[src/rtl/hazard_control_unit.sv]
// Decode-side hazard controller: load-use stall insertion and taken-branch flush sequencing.
// Optional performance counters are enabled by defining HAZARD_PERF_COUNTERS_EN.
module hazard_control_unit #(
  parameter int REG_ADDR_WIDTH      = 4,
  parameter int LOAD_LATENCY        = 1,
  parameter int BRANCH_FLUSH_CYCLES = 1
`ifdef HAZARD_PERF_COUNTERS_EN
  ,
  parameter int CNT_WIDTH           = 16
`endif
) (
  input  logic                      clk,
  input  logic                      rst,
  input  logic [REG_ADDR_WIDTH-1:0] rs1_decode,
  input  logic [REG_ADDR_WIDTH-1:0] rs2_decode,
  input  logic                      uses_rs1_decode,
  input  logic                      uses_rs2_decode,
  input  logic [REG_ADDR_WIDTH-1:0] rd_execute,
  input  logic                      wre_execute,
  input  logic                      mem_read_execute,
  input  logic                      branch_taken_execute,
  output logic                      stall_fetch,
  output logic                      stall_decode,
  output logic                      flush_decode,
  output logic                      flush_execute,
  output logic [1:0]                hazard_state
`ifdef HAZARD_PERF_COUNTERS_EN
  ,
  output logic [CNT_WIDTH-1:0]      load_stall_count,
  output logic [CNT_WIDTH-1:0]      branch_flush_count
`endif
);

  typedef enum logic [1:0] {
    IDLE         = 2'b00,
    LOAD_STALL   = 2'b01,
    BRANCH_FLUSH = 2'b10
  } state_t;

  // Single-cycle sequences stay in IDLE; longer ones park in a holding state.
  localparam state_t     BR_NEXT = (BRANCH_FLUSH_CYCLES > 1) ? BRANCH_FLUSH : IDLE;
  localparam logic [2:0] BR_CNT  = (BRANCH_FLUSH_CYCLES > 1) ? 3'(BRANCH_FLUSH_CYCLES - 1) : 3'd0;
  localparam state_t     LD_NEXT = (LOAD_LATENCY > 1) ? LOAD_STALL : IDLE;
  localparam logic [2:0] LD_CNT  = (LOAD_LATENCY > 1) ? 3'(LOAD_LATENCY - 1) : 3'd0;

  state_t     state_r;
  state_t     state_nxt_s;
  logic [2:0] cnt_r;
  logic [2:0] cnt_nxt_s;
  logic       load_use_s;
  logic       stall_s;
  logic       flush_dec_s;
  logic       flush_exe_s;

  assign load_use_s = mem_read_execute & wre_execute &
                      ((uses_rs1_decode & (rs1_decode == rd_execute)) |
                       (uses_rs2_decode & (rs2_decode == rd_execute)));

  // State and counter register.
  always_ff @(posedge clk) begin
    if (rst) begin
      state_r <= IDLE;
      cnt_r   <= 3'd0;
    end else begin
      state_r <= state_nxt_s;
      cnt_r   <= cnt_nxt_s;
    end
  end

  // Next-state and raw stall/flush decode.
  always_comb begin
    state_nxt_s = IDLE;
    cnt_nxt_s   = 3'd0;
    stall_s     = 1'b0;
    flush_dec_s = 1'b0;
    flush_exe_s = 1'b0;
    case (state_r)
      IDLE: begin
        if (branch_taken_execute) begin
          flush_dec_s = 1'b1;
          flush_exe_s = 1'b1;
          state_nxt_s = BR_NEXT;
          cnt_nxt_s   = BR_CNT;
        end else if (load_use_s) begin
          stall_s     = 1'b1;
          flush_exe_s = 1'b1;
          state_nxt_s = LD_NEXT;
          cnt_nxt_s   = LD_CNT;
        end else begin
          state_nxt_s = IDLE;
          cnt_nxt_s   = 3'd0;
        end
      end
      LOAD_STALL: begin
        // A taken branch makes the stalled instruction wrong-path, so it wins.
        if (branch_taken_execute) begin
          flush_dec_s = 1'b1;
          flush_exe_s = 1'b1;
          state_nxt_s = BR_NEXT;
          cnt_nxt_s   = BR_CNT;
        end else begin
          stall_s     = 1'b1;
          flush_exe_s = 1'b1;
          if (cnt_r <= 3'd1) begin
            state_nxt_s = IDLE;
            cnt_nxt_s   = 3'd0;
          end else begin
            state_nxt_s = LOAD_STALL;
            cnt_nxt_s   = cnt_r - 3'd1;
          end
        end
      end
      BRANCH_FLUSH: begin
        flush_dec_s = 1'b1;
        flush_exe_s = 1'b1;
        if (cnt_r <= 3'd1) begin
          state_nxt_s = IDLE;
          cnt_nxt_s   = 3'd0;
        end else begin
          state_nxt_s = BRANCH_FLUSH;
          cnt_nxt_s   = cnt_r - 3'd1;
        end
      end
      default: begin
        state_nxt_s = IDLE;
        cnt_nxt_s   = 3'd0;
      end
    endcase
  end

  // Reset forces every output quiet in the same cycle so no residual stall escapes.
  assign stall_fetch   = stall_s & ~rst;
  assign stall_decode  = stall_s & ~rst;
  assign flush_decode  = flush_dec_s & ~rst;
  assign flush_execute = flush_exe_s & ~rst;
  assign hazard_state  = rst ? 2'b00 : state_r;

`ifdef HAZARD_PERF_COUNTERS_EN
  logic [CNT_WIDTH-1:0] load_stall_count_r;
  logic [CNT_WIDTH-1:0] branch_flush_count_r;

  // Saturating event counters.
  always_ff @(posedge clk) begin
    if (rst) begin
      load_stall_count_r   <= {CNT_WIDTH{1'b0}};
      branch_flush_count_r <= {CNT_WIDTH{1'b0}};
    end else begin
      if (stall_fetch && !(&load_stall_count_r)) begin
        load_stall_count_r <= load_stall_count_r + {{(CNT_WIDTH-1){1'b0}}, 1'b1};
      end else begin
        load_stall_count_r <= load_stall_count_r;
      end
      if (flush_decode && !(&branch_flush_count_r)) begin
        branch_flush_count_r <= branch_flush_count_r + {{(CNT_WIDTH-1){1'b0}}, 1'b1};
      end else begin
        branch_flush_count_r <= branch_flush_count_r;
      end
    end
  end

  assign load_stall_count   = load_stall_count_r;
  assign branch_flush_count = branch_flush_count_r;
`endif

endmodule

[config.mk]
export PLATFORM = sky130hd
export DESIGN_NAME = hazard_control_unit
export DESIGN_NICKNAME = d
export VERILOG_FILES = /design/src/rtl/hazard_control_unit.sv
export SDC_FILE = /design/constraint.sdc
export NUM_CORES = 1
export LEC_CHECK = 0
export ABC_AREA = 1
export CELL_PAD_IN_SITES_DETAIL_PLACEMENT = 2
export CELL_PAD_IN_SITES_GLOBAL_PLACEMENT = 2
export CORE_MARGIN = 8
export CORE_UTILIZATION = 18
export CTS_CLUSTER_DIAMETER = 100
export DETAILED_ROUTE_END_ITERATION = 10
export PLACE_DENSITY_LB_ADDON = 0.12
export SETUP_SLACK_MARGIN = 0.2
export SYNTH_ARGS = -nofsm -noshare
export SYNTH_HDL_FRONTEND = slang
export SYNTH_SLANG_ARGS = --single-unit
[constraint.sdc]
create_clock -name clk -period 1.31 [get_ports clk]
set_input_delay 0.131 -clock clk [delete_from_list [all_inputs] [get_ports clk]]
set_output_delay 0.131 -clock clk [all_outputs]
set_load 0.01 [all_outputs]
---- Yosys cells after proc, flatten, opt, wreduce, memory -nomap -nowiden ----
Index checks and enable logic that the tools add are counted.
cells by class
  add/sub/neg operators ................... 1
  $lt $le $gt $ge ......................... 1
  equality and inequality tests ........... 4
  muxes and demuxes ....................... 16
  bitwise logic cells ..................... 9
  reductions and logical operators ........ 3
operators by type and width
  cell                   count
  $eq A4 B4 Y1           2
  $and A1 B1 Y1          7
  $mux W1                7
  $mux W3                2
  $pmux W1 S2            3
  $pmux W3 S2            1
  $mux W2                2
  $pmux W2 S2            1
  $reduce_or A2 Y1       2
  $le A3 B1 Y1 const B   1
  $sub A3 B1 Y3 const B  1
  $eq A2 B1 Y1 const B   1
  $eq A2 B2 Y1 const B   1
  $logic_not A2 Y1       1
  $not A1 Y1             1
  $or A1 B1 Y1           1
storage, ports and cells
  register bits after elaboration ......... 5
  bits of input ports ..................... 19
  output and inout port bits .............. 6
  logic and storage cells ................. 36

---- Logic depth before layout (Yosys ltp) ----
Gate-level depths: netlist of run 1.
  depth in word-level cells ............... 8
  depth in mapped cells ................... 9
  mapped depth without buffers ............ 8

---- Worst setup path after synthesis of run 1 ----
OpenSTA, ideal clock, no wires.
  kind .................................... register to output
  from .................................... register state_r[1]
  to ...................................... output port stall_fetch
  data arrival time ....................... 1.133 ns
  data required time ...................... 1.179 ns
  setup slack ............................. 0.046 ns
  cell stages (with the launch flop) ...... 7
  buffers on the path ..................... 1
  cell sequence ........................... dfxtp_1 -> inv_1 -> ha_1 -> and3_1 -> nand2_2 -> a21oi_2 -> buf_4
on the way
  cells in the longest elaborated chain, start to end .. 3
  elaborated cells on any way between the ends .. 4
  those cells by class .................... eq/ne (1); mux (1); bitwise (1); reduce/logical (1)
ends and longest elaborated chain
  element                                           line  source
  start: declaration                                46    state_t state_r;
  start signal: assignment                          65    state_r <= state_nxt_s;
  $eq A2 B1 Y1 or $logic_not A2 Y1 (tied branches)  77    case (state_r)
  $pmux W1 S2 *                                     77
  $and A1 B1 Y1 *                                   -
  end: declaration                                  22    output logic stall_fetch,
Every way passes the cells marked *; elsewhere a longest branch is shown, timed or not.

---- Worst setup path in the final report of run 1 ----
  from .................................... register state_r[0]
  to ...................................... output port stall_decode
on the way
  cells in the longest elaborated chain, start to end .. 3
  elaborated cells on any way between the ends .. 4
  those cells by class .................... eq/ne (1); mux (1); bitwise (1); reduce/logical (1)
ends and longest elaborated chain
  element                                           line  source
  $eq A2 B1 Y1 or $logic_not A2 Y1 (tied branches)  77
  $pmux W1 S2 *                                     77
  $and A1 B1 Y1 *                                   133   assign stall_decode = stall_s & ~rst;
  end: declaration                                  23    output logic stall_decode,
Marks and branches as above.

==> summary.txt, run 1 <==
status = finished with violations
failing checks = setup timing
count of nets after finishing = 141
Core Box Area = 2690 sq um
leading post-synthesis cells by cell area = dfxtp_1 20%, ha_1 15%, inv_1 13%
Worst Max-Slew Pin Slew = 0.167 ns
Psw = 117 uW
maximum buffer depth of the clock tree = 2
Final Cycle Share = 110%
FILL cells = 326
CP arrival = 1.30 ns
Worst-path clk slew = 0.04 ns
CP max-delay cell = dfxtp_4
post-synthesis sequential area ratio = 20.4%
CTS tree = done
Tmin final = 1.44 ns
number of buffers and inverters on the critical path = 2
drt total wl = 1.75 mm
Max Clock Freq = 697 MHz
DR vias/cell = 3.99
max_cap viols = 0
height of the die = 68.3 um
DR pass1 iterations = 2
final hold violation count = 0
Worst Setup Path Type = flip-flop to primary output
All-Layer GR Usage = 7.90%
post-route cell area = 906 sq um
Post-DP Area = 841 sq um
Ant. Diodes = 0
GPL Wtd Cong = 0.677
synthesized instance count = 79
reg-to-reg startpoint = state_r[1]
worst vdd ir = 0.437 mV
Logic pwr share = 26.6%
Starting Density = 18.3%
DP HPWL = 1.47 mm
depth of the CTS H-tree = 1
Die ar. = 4660 sq um
share of cells above drive strength 1 = 35.7%
DR iter-0 viols = 8
Clock power frac = 40.2%
setup violators final = 4
Clock Latency Late Sink = 0.24 ns
Area growth, synth to finish = 84.2%
#FFs+latches synth = 5
Rows = 19
number of global-route vias before repair = 633
CP Max Fanout = 3
Mapped Area = 492 sq um
delay-heaviest family, CP = flip-flops
leakage power = 0.461 nW
Pint = 331 uW
slew margin rel. = 88.8%
start point of the critical path = state_r[0]
Synthesis Warnings = 0
sw frac = 26.1%
RSZ-0062 raised after global routing = yes
Ports = 25
first-pass GRT wire length = 2.82 mm
dominant cell type by area after synthesis = dfxtp_1
critical path, cell by cell = inv_4 > ha_4 > and3_4 > nand2_4 > a21oi_4 > buf_6
Slew Viols, Final = 0
grt ovf = 0
pin count of the biggest net entering global routing = 5
Post-Syn Area per Cell = 6.22 sq um
Worst Setup Start Kind = flip-flop
Min-Delay Startpoint = rst
via count = 583
top cell type's share of synthesized area = 20.4%
Final ANT Viol Nets = 0
PwrDens = 494 nW/um^2
DRC = 0
Final WS setup = -0.125 ns
Post-Synthesis Net Count = 104
Hold Crit Class = input pin to flip-flop
root buf cell = clkbuf_4
Worst Hold Slack = 0.261 ns
CP Capture Type = primary output
clk sinks = 5
die width = 68.3 um
Crit path largest cell delay = 0.35 ns
sequential power share = 33.2%
count of cell types in the netlist = 16
clock skew = 0.00396 ns
setup TNS = -0.373 ns
initial antenna violation count = 0
Num CTS Buffers = 3
PortBufs = 24
routed wire length per instance = 12.0 um
WP data required = 1.18 ns
==> area by class of cell <==
type                       count  area, sq um  share of cell area (%)
multi-input combinational     56          373                    41.2
timing repair buffer          33          292                    32.2
sequential                     5          108                    11.9
inverter                      17         68.8                    7.60
tap                           31         38.8                    4.28
clock buffer                   4         26.3                    2.90
==> layout by cell type (no fill, tap or decap), drive strengths merged <==
master         netlist  layout
clkdlybuf4s50        0       7
o21ai                2       2
ha                   6       6
dlymetal6s2s         0       1
or2                  1       1
and3                 1       1
clkbuf               0       4
inv                 17      17
buf                  1      15
dfxtp                5       5
a21oi                5       5
dlygate4sd2          0      10
nor2                16      16
xnor2                3       3
nand3                3       3
nand2               19      19
==> layer usage <==
metal | vias to the layer above | track usage, % | share of wire (%)
met2 | 12 | 13.5 | 51
met4 | 0 | 4.60 | 1.8
met3 | 4 | 1.64 | 5.6
li1 | 305 | - | -
met5 | - | 0 | 0
met1 | 262 | 8.88 | 41
==> worst reg2reg max path, delay by kind of cell, from the launching register on <==
family / cells / cell delay, ns
AND/OR/NAND/NOR: 2 / 0.17
adder cells (fa/ha/maj): 1 / 0.16
buffers and inverters: 4 / 0.35
AO/OA/AOI/OAI: 1 / 0.15
flip-flops: 1 / 0.35
==> final timing paths <==
path	end	slack, ns	cells after the start
worst max-delay path	stall_decode	-0.13	6
worst min-delay path	state_r[1]	0.26	3
worst max register to register	cnt_r[1]	0.06	8
worst min register to register	cnt_r[0]	0.47	1
==> metrics by stage <==
| step | utilization [%] | power [mW] | setup WS, ns | std cells |
|---|---|---|---|---|
| floorplan | - | 0.202 | 0.129 | 79 |
| global placement | 31.3 | 0.284 | -0.705 | 139 |
| detailed placement | 31.3 | 0.286 | -0.723 | 139 |
| CTS | 32.2 | 0.464 | -0.132 | 145 |
| global route | 33.7 | 0.482 | -0.192 | 146 |
| finish | 33.7 | 0.448 | -0.125 | 146 |
==> kinds of logic (layout without fill, tap and decap cells) <==
logic type      Yosys count  in the layout  share of synthesized area (%)
flops                     5              5                           20.4
fa+ha+maj                 6              6                           15.3
simple gates             40             40                           34.4
compound gates            7              7                           10.2
xor+xnor                  3              3                           5.34
buf+inv                  18             54                           14.5
==> power groups by stage <==
stage / logic [mW] / registers [mW] / clock network, mW
global placement: 0.129 / 0.155 / 0
detailed placement: 0.131 / 0.155 / 0
CTS: 0.120 / 0.152 / 0.192
floorplan: 0.0468 / 0.155 / 0
finish: 0.119 / 0.149 / 0.180
global route: 0.134 / 0.148 / 0.200
==> registers in the layout, summed over array words and instances, names as in the netlist <==
name     count
cnt_r        3
state_r      2
==> what timing repair did <==
item | CTS | global route
resized for setup | 42 | 13
setup buffers | 2 | 1
endpoints found under the setup margin | 9 | 10
pin swaps | 10 | 3
hold buffers | 0 | 0
==> synthesized netlist by cell type, drive strengths merged <==
cell   instances
buf            1
dfxtp          5
nor2          16
xnor2          3
nand2         19
or2            1
a21oi          5
nand3          3
ha             6
and3           1
inv           17
o21ai          2
Power figures use the tool's default switching activity.
==> run 2, diff against run 1 <==
- ABC_AREA: 1 -> not set
- CORE_UTILIZATION: 18 -> 19
==> summary.txt, run 2 <==
post-synthesis sequential area ratio = 22.9%
commonest non-fill, non-tap cell in the layout = clkdlybuf4s50_1
clock skew = 0.00775 ns
dominant cell type by area after synthesis = dfxtp_1
DP HPWL = 1.31 mm
Worst Hold Slack = 0.555 ns
Slew Viols, Final = 0
All-Layer GR Usage = 7.75%
Synthesis Warnings = 0
initial antenna violation count = 0
PortBufs = 24
synthesized instance count = 54
PwrDens = 502 nW/um^2
Max Clock Freq = 642 MHz
count of cell types in the netlist = 22
CP endpoint = stall_decode
CTS tree = done
via count = 520
height of the die = 63.9 um
reg-to-reg startpoint = state_r[1]
fin util = 41.1%
DR pass1 iterations = 1
Worst Setup Path Type = flip-flop to primary output
Biggest register = cnt_r
Post-synth EDFFs = 0
count of nets after finishing = 120
first-pass GRT wire length = 2.57 mm
CP Capture Type = primary output
routed wire length per instance = 13.3 um
worst vdd ir = 0.379 mV
Tmin final = 1.56 ns
max_cap viols = 0
GPL Wtd Cong = 0.652
asr flop ratio synth = 0%
Worst-path clk slew = 0.05 ns
worst reg2reg endpoint = cnt_r[1]
maximum buffer depth of the clock tree = 2
FILL cells = 250
top cell type's share of synthesized area = 22.9%
Final ANT Viol Nets = 0
setup slack, reg-to-reg = -0.20 ns
Post-synth top cells = 8 x nor2_1, 6 x ha_1, 6 x inv_1, 6 x xor2_1, 5 x dfxtp_1
failing checks = setup timing
Clock Latency Late Sink = 0.25 ns
CP Max Fanout = 2
slew margin rel. = 80.4%
#FFs+latches synth = 5
DR iter-0 viols = 0
Pint = 343 uW
Worst Setup Start Kind = flip-flop
setup violators final = 6
Post-Synthesis Net Count = 79
Rows = 17
sw frac = 24.0%
Ant. Diodes = 0
share of cells above drive strength 1 = 44.7%
WP data required = 1.18 ns
number of global-route vias before repair = 549
Mapped Area = 437 sq um
die width = 63.9 um
Psw = 108 uW
Final WS setup = -0.247 ns
largest registers = cnt_r x3, state_r x2
Area growth, synth to finish = 106%
hold_buf cts = 0
drt total wl = 1.63 mm
DR vias/cell = 4.26
Die ar. = 4090 sq um
status = finished with violations
Final Cycle Share = 119%
count leader, synth = nor2_1
Ports = 25
Post-Syn Area per Cell = 8.09 sq um
Num CTS Buffers = 3
Worst Max-Slew Pin Slew = 0.293 ns
root buf cell = clkbuf_4
Clock power frac = 39.7%
leakage power = 0.382 nW
clk sinks = 5
prevailing post-synth register cell = dfxtp_1
sequential power share = 33.8%
Non-Filler Instances = 122
CP arrival = 1.43 ns
grt ovf = 0
start point of the critical path = state_r[1]
final hold violation count = 0
depth of the CTS H-tree = 1
RSZ-0062 raised after global routing = yes
max reg flops = 3
Starting Density = 19.9%
Reg2Reg Depth = 8
commonest cells after routing, fill and taps aside = 18 x clkdlybuf4s50_1, 11 x buf_4, 6 x xor2_1
placed insts = 113
leading post-synthesis cells by cell area = dfxtp_1 23%, ha_1 17%, xor2_1 12%
DRC = 0
Core Box Area = 2190 sq um
Hold Crit Class = flip-flop to flip-flop
pin count of the biggest net entering global routing = 7
Logic pwr share = 26.5%
[run 2: repair_timing]
action,in CTS,in global routing
buffers inserted,1,4
pin swaps,11,5
gates resized for setup,29,16
endpoints found under the setup margin,10,11
[run 2: critical path, stage by stage (launching register included)]
cell     delay, ns
dfxtp_2       0.33
inv_2         0.05
buf_4         0.13
ha_2          0.16
nor2b_4       0.12
a32oi_1       0.15
nand2_1       0.08
buf_2         0.14
[run 2: cell type report]
type,instances,area [sq um],area share (%)
inverter,6,22.5,2.50
multi-input combinational,42,384,42.7
clock buffer,4,26.3,2.92
timing repair buffer,37,328,36.4
sequential,5,104,11.5
tap,28,35.0,3.89
[run 2: cells by family (layout without fill, tap and decap cells)]
| family | after synthesis | in the layout | synth area share, % |
|---|---|---|---|
| adder cells (fa/ha/maj) | 6 | 6 | 17.2 |
| AO/OA/AOI/OAI | 7 | 7 | 11.8 |
| XOR/XNOR | 9 | 9 | 18.1 |
| flip-flops | 5 | 5 | 22.9 |
| AND/OR/NAND/NOR | 20 | 20 | 23.2 |
| buffers and inverters | 7 | 47 | 6.88 |
[run 2: layer usage]
metal  GRT usage [%]  vias to the layer above  part of all wire, %
met5               0                        -                    0
met4            5.01                        0                 0.86
met3            1.57                        2                  5.1
met2            12.9                       14                   51
met1            8.77                      244                   43
li1                -                      260                    -
[run 2: stage by stage]
stage	TNS [ns]	setup WS, ns	area, sq um	power, mW
after floorplan	0	0.0328	455	0.191
after global placement	-2.64	-0.639	779	0.271
after detailed placement	-2.84	-0.647	779	0.272
after CTS	-1.16	-0.277	803	0.459
after global routing	-1.92	-0.362	900	0.481
final	-1.31	-0.247	900	0.452
[run 2: how the worst min path moves through the flow]
stage | from | end | slack, ns | depth (start not counted)
final | cnt_r[2] | cnt_r[2] | 0.56 | 2
after global routing | cnt_r[2] | cnt_r[2] | 0.59 | 2
after CTS | cnt_r[0] | cnt_r[0] | 0.55 | 2
after detailed placement | cnt_r[2] | cnt_r[2] | 0.53 | 2
after global placement | cnt_r[0] | cnt_r[0] | 0.52 | 2
after floorplan | rst | hazard_state[0] | 0.30 | 1
[run 2: power groups by stage]
stage	combinational, mW	sequential, mW	clock (mW)
2_1_floorplan	0.0358	0.155	0
3_3_place_gp	0.115	0.155	0
3_5_place_dp	0.116	0.155	0
4_1_cts	0.117	0.153	0.189
5_1_grt	0.128	0.152	0.201
6_report	0.120	0.153	0.179
==> run 3, diff against run 2 <==
- CORE_UTILIZATION: 19 -> 17
- clock period: 1.31 -> 1.3 ns (I/O delays scaled with it)
==> summary.txt, run 3 (synthesized netlist as in run 2, its figures left out) <==
Core Box Area = 2450 sq um
hold_buf cts = 0
via count = 527
fin util = 37.2%
Slew Viols, Final = 0
Final Cycle Share = 118%
GPL Wtd Cong = 0.649
grt ovf = 0
worst slack, placed = -0.658 ns
number of global-route vias before repair = 568
WP data required = 1.17 ns
first-pass GRT wire length = 2.68 mm
CP max-delay cell = dfxtp_2
clock skew = 0.00272 ns
post-route cell area = 913 sq um
Tmin final = 1.54 ns
Worst Setup Path Type = flip-flop to primary output
Tot Pwr = 451 uW
status = finished with violations
CP Capture Type = primary output
Num CTS Buffers = 3
PortBufs = 24
Ports = 25
Final ANT Viol Nets = 0
Worst-path clk slew = 0.04 ns
CP arrival = 1.41 ns
Area growth, synth to finish = 109%
Worst Max-Slew Pin Slew = 0.300 ns
Non-Filler Instances = 124
max reg flops = 3
PwrDens = 493 nW/um^2
DR pass1 iterations = 2
pin count of the biggest net entering global routing = 6
Starting Density = 17.8%
Final WS setup = -0.239 ns
DR vias/cell = 4.25
Max Clock Freq = 650 MHz
maximum buffer depth of the clock tree = 2
DRC = 0
delay-heaviest family, CP = flip-flops
number of buffers and inverters on the critical path = 3
Crit path largest cell delay = 0.33 ns
depth of the CTS H-tree = 1
root buf cell = clkbuf_4
Worst Setup Start Kind = flip-flop
placed insts = 114
initial antenna violation count = 0
commonest non-fill, non-tap cell in the layout = clkdlybuf4s50_1
slew margin rel. = 79.9%
setup violators final = 6
max_cap viols = 0
critical path, cell by cell = inv_2 > buf_4 > ha_4 > nor2b_4 > a32oi_1 > nand2_1 > buf_2
Worst Hold Slack = 0.455 ns
CP Max Fanout = 3
count of nets after finishing = 120
setup TNS = -0.835 ns
clk sinks = 5
Ant. Diodes = 0
Rows = 18
RSZ-0062 raised after global routing = yes
Biggest register = cnt_r
drt total wl = 1.63 mm
Hold Crit Class = input pin to flip-flop
All-Layer GR Usage = 7.78%
final hold violation count = 0
Post-DP Area = 774 sq um
leakage power = 0.389 nW
failing checks = setup timing
CTS tree = done
worst vdd ir = 0.343 mV
routed wire length per instance = 13.1 um
Die ar. = 4450 sq um
share of cells above drive strength 1 = 48.9%
height of the die = 66.7 um
DR iter-0 viols = 5
DP HPWL = 1.37 mm
commonest cells after routing, fill and taps aside = 16 x clkdlybuf4s50_1, 10 x buf_4, 6 x xor2_1, 6 x buf_2, 5 x nor2_1
Clock Latency Late Sink = 0.24 ns
die width = 66.7 um
largest registers = cnt_r x3, state_r x2
-- run 3: cell count changes in the layout (fill, tap and decap cells not counted), sizes merged --
cell / change
clkdlybuf4s50: -2
dlygate4sd2: +1
dlymetal6s2s: +1
-- run 3: cell type report --
cell class,count,area [sq um]
inverters,6,22.5
flip-flops and latches,5,108
multi-input cells,42,399
well taps,30,37.5
fillers,282,1540
repair buffers,37,320
clock buffers,4,26.3
-- run 3: what timing repair did --
item	CTS	global route
gates cloned	0	0
endpoints found under the setup margin	11	11
gates resized for setup	36	15
buffers inserted	2	4
pin swaps	7	6
-- run 3: per-layer routing --
layer	part of all wire, %	up-vias	wire length, um	global-route usage (%)
met4	1.2	0	19	3.20
met3	5.5	2	90	2.35
li1	-	261	-	-
met1	37	253	598	8.14
met2	57	11	922	14.0
met5	0	-	0	0
-- run 3: power breakdown --
part | internal, mW | leakage [nW] | switching, mW | total (mW)
clock | 0.116 | 0.0150 | 0.0611 | 0.177
combinational | 0.0759 | 0.331 | 0.0458 | 0.122
sequential | 0.152 | 0.0426 | 0 | 0.152
total | 0.344 | 0.389 | 0.107 | 0.451
-- run 3: final timing paths --
kind | slack, ns | end | start | depth (start not counted)
min | 0.46 | state_r[1] | rst | 5
max | -0.24 | stall_decode | state_r[1] | 7
max reg2reg | -0.06 | cnt_r[1] | state_r[1] | 7
min reg2reg | 0.53 | cnt_r[2] | cnt_r[2] | 2
-- run 3: worst min-delay path: stages --
cell            delay (ns)
dlymetal6s2s_1        0.11
buf_6                 0.13
buf_4                 0.12
a21oi_2               0.04
and2_1                0.12
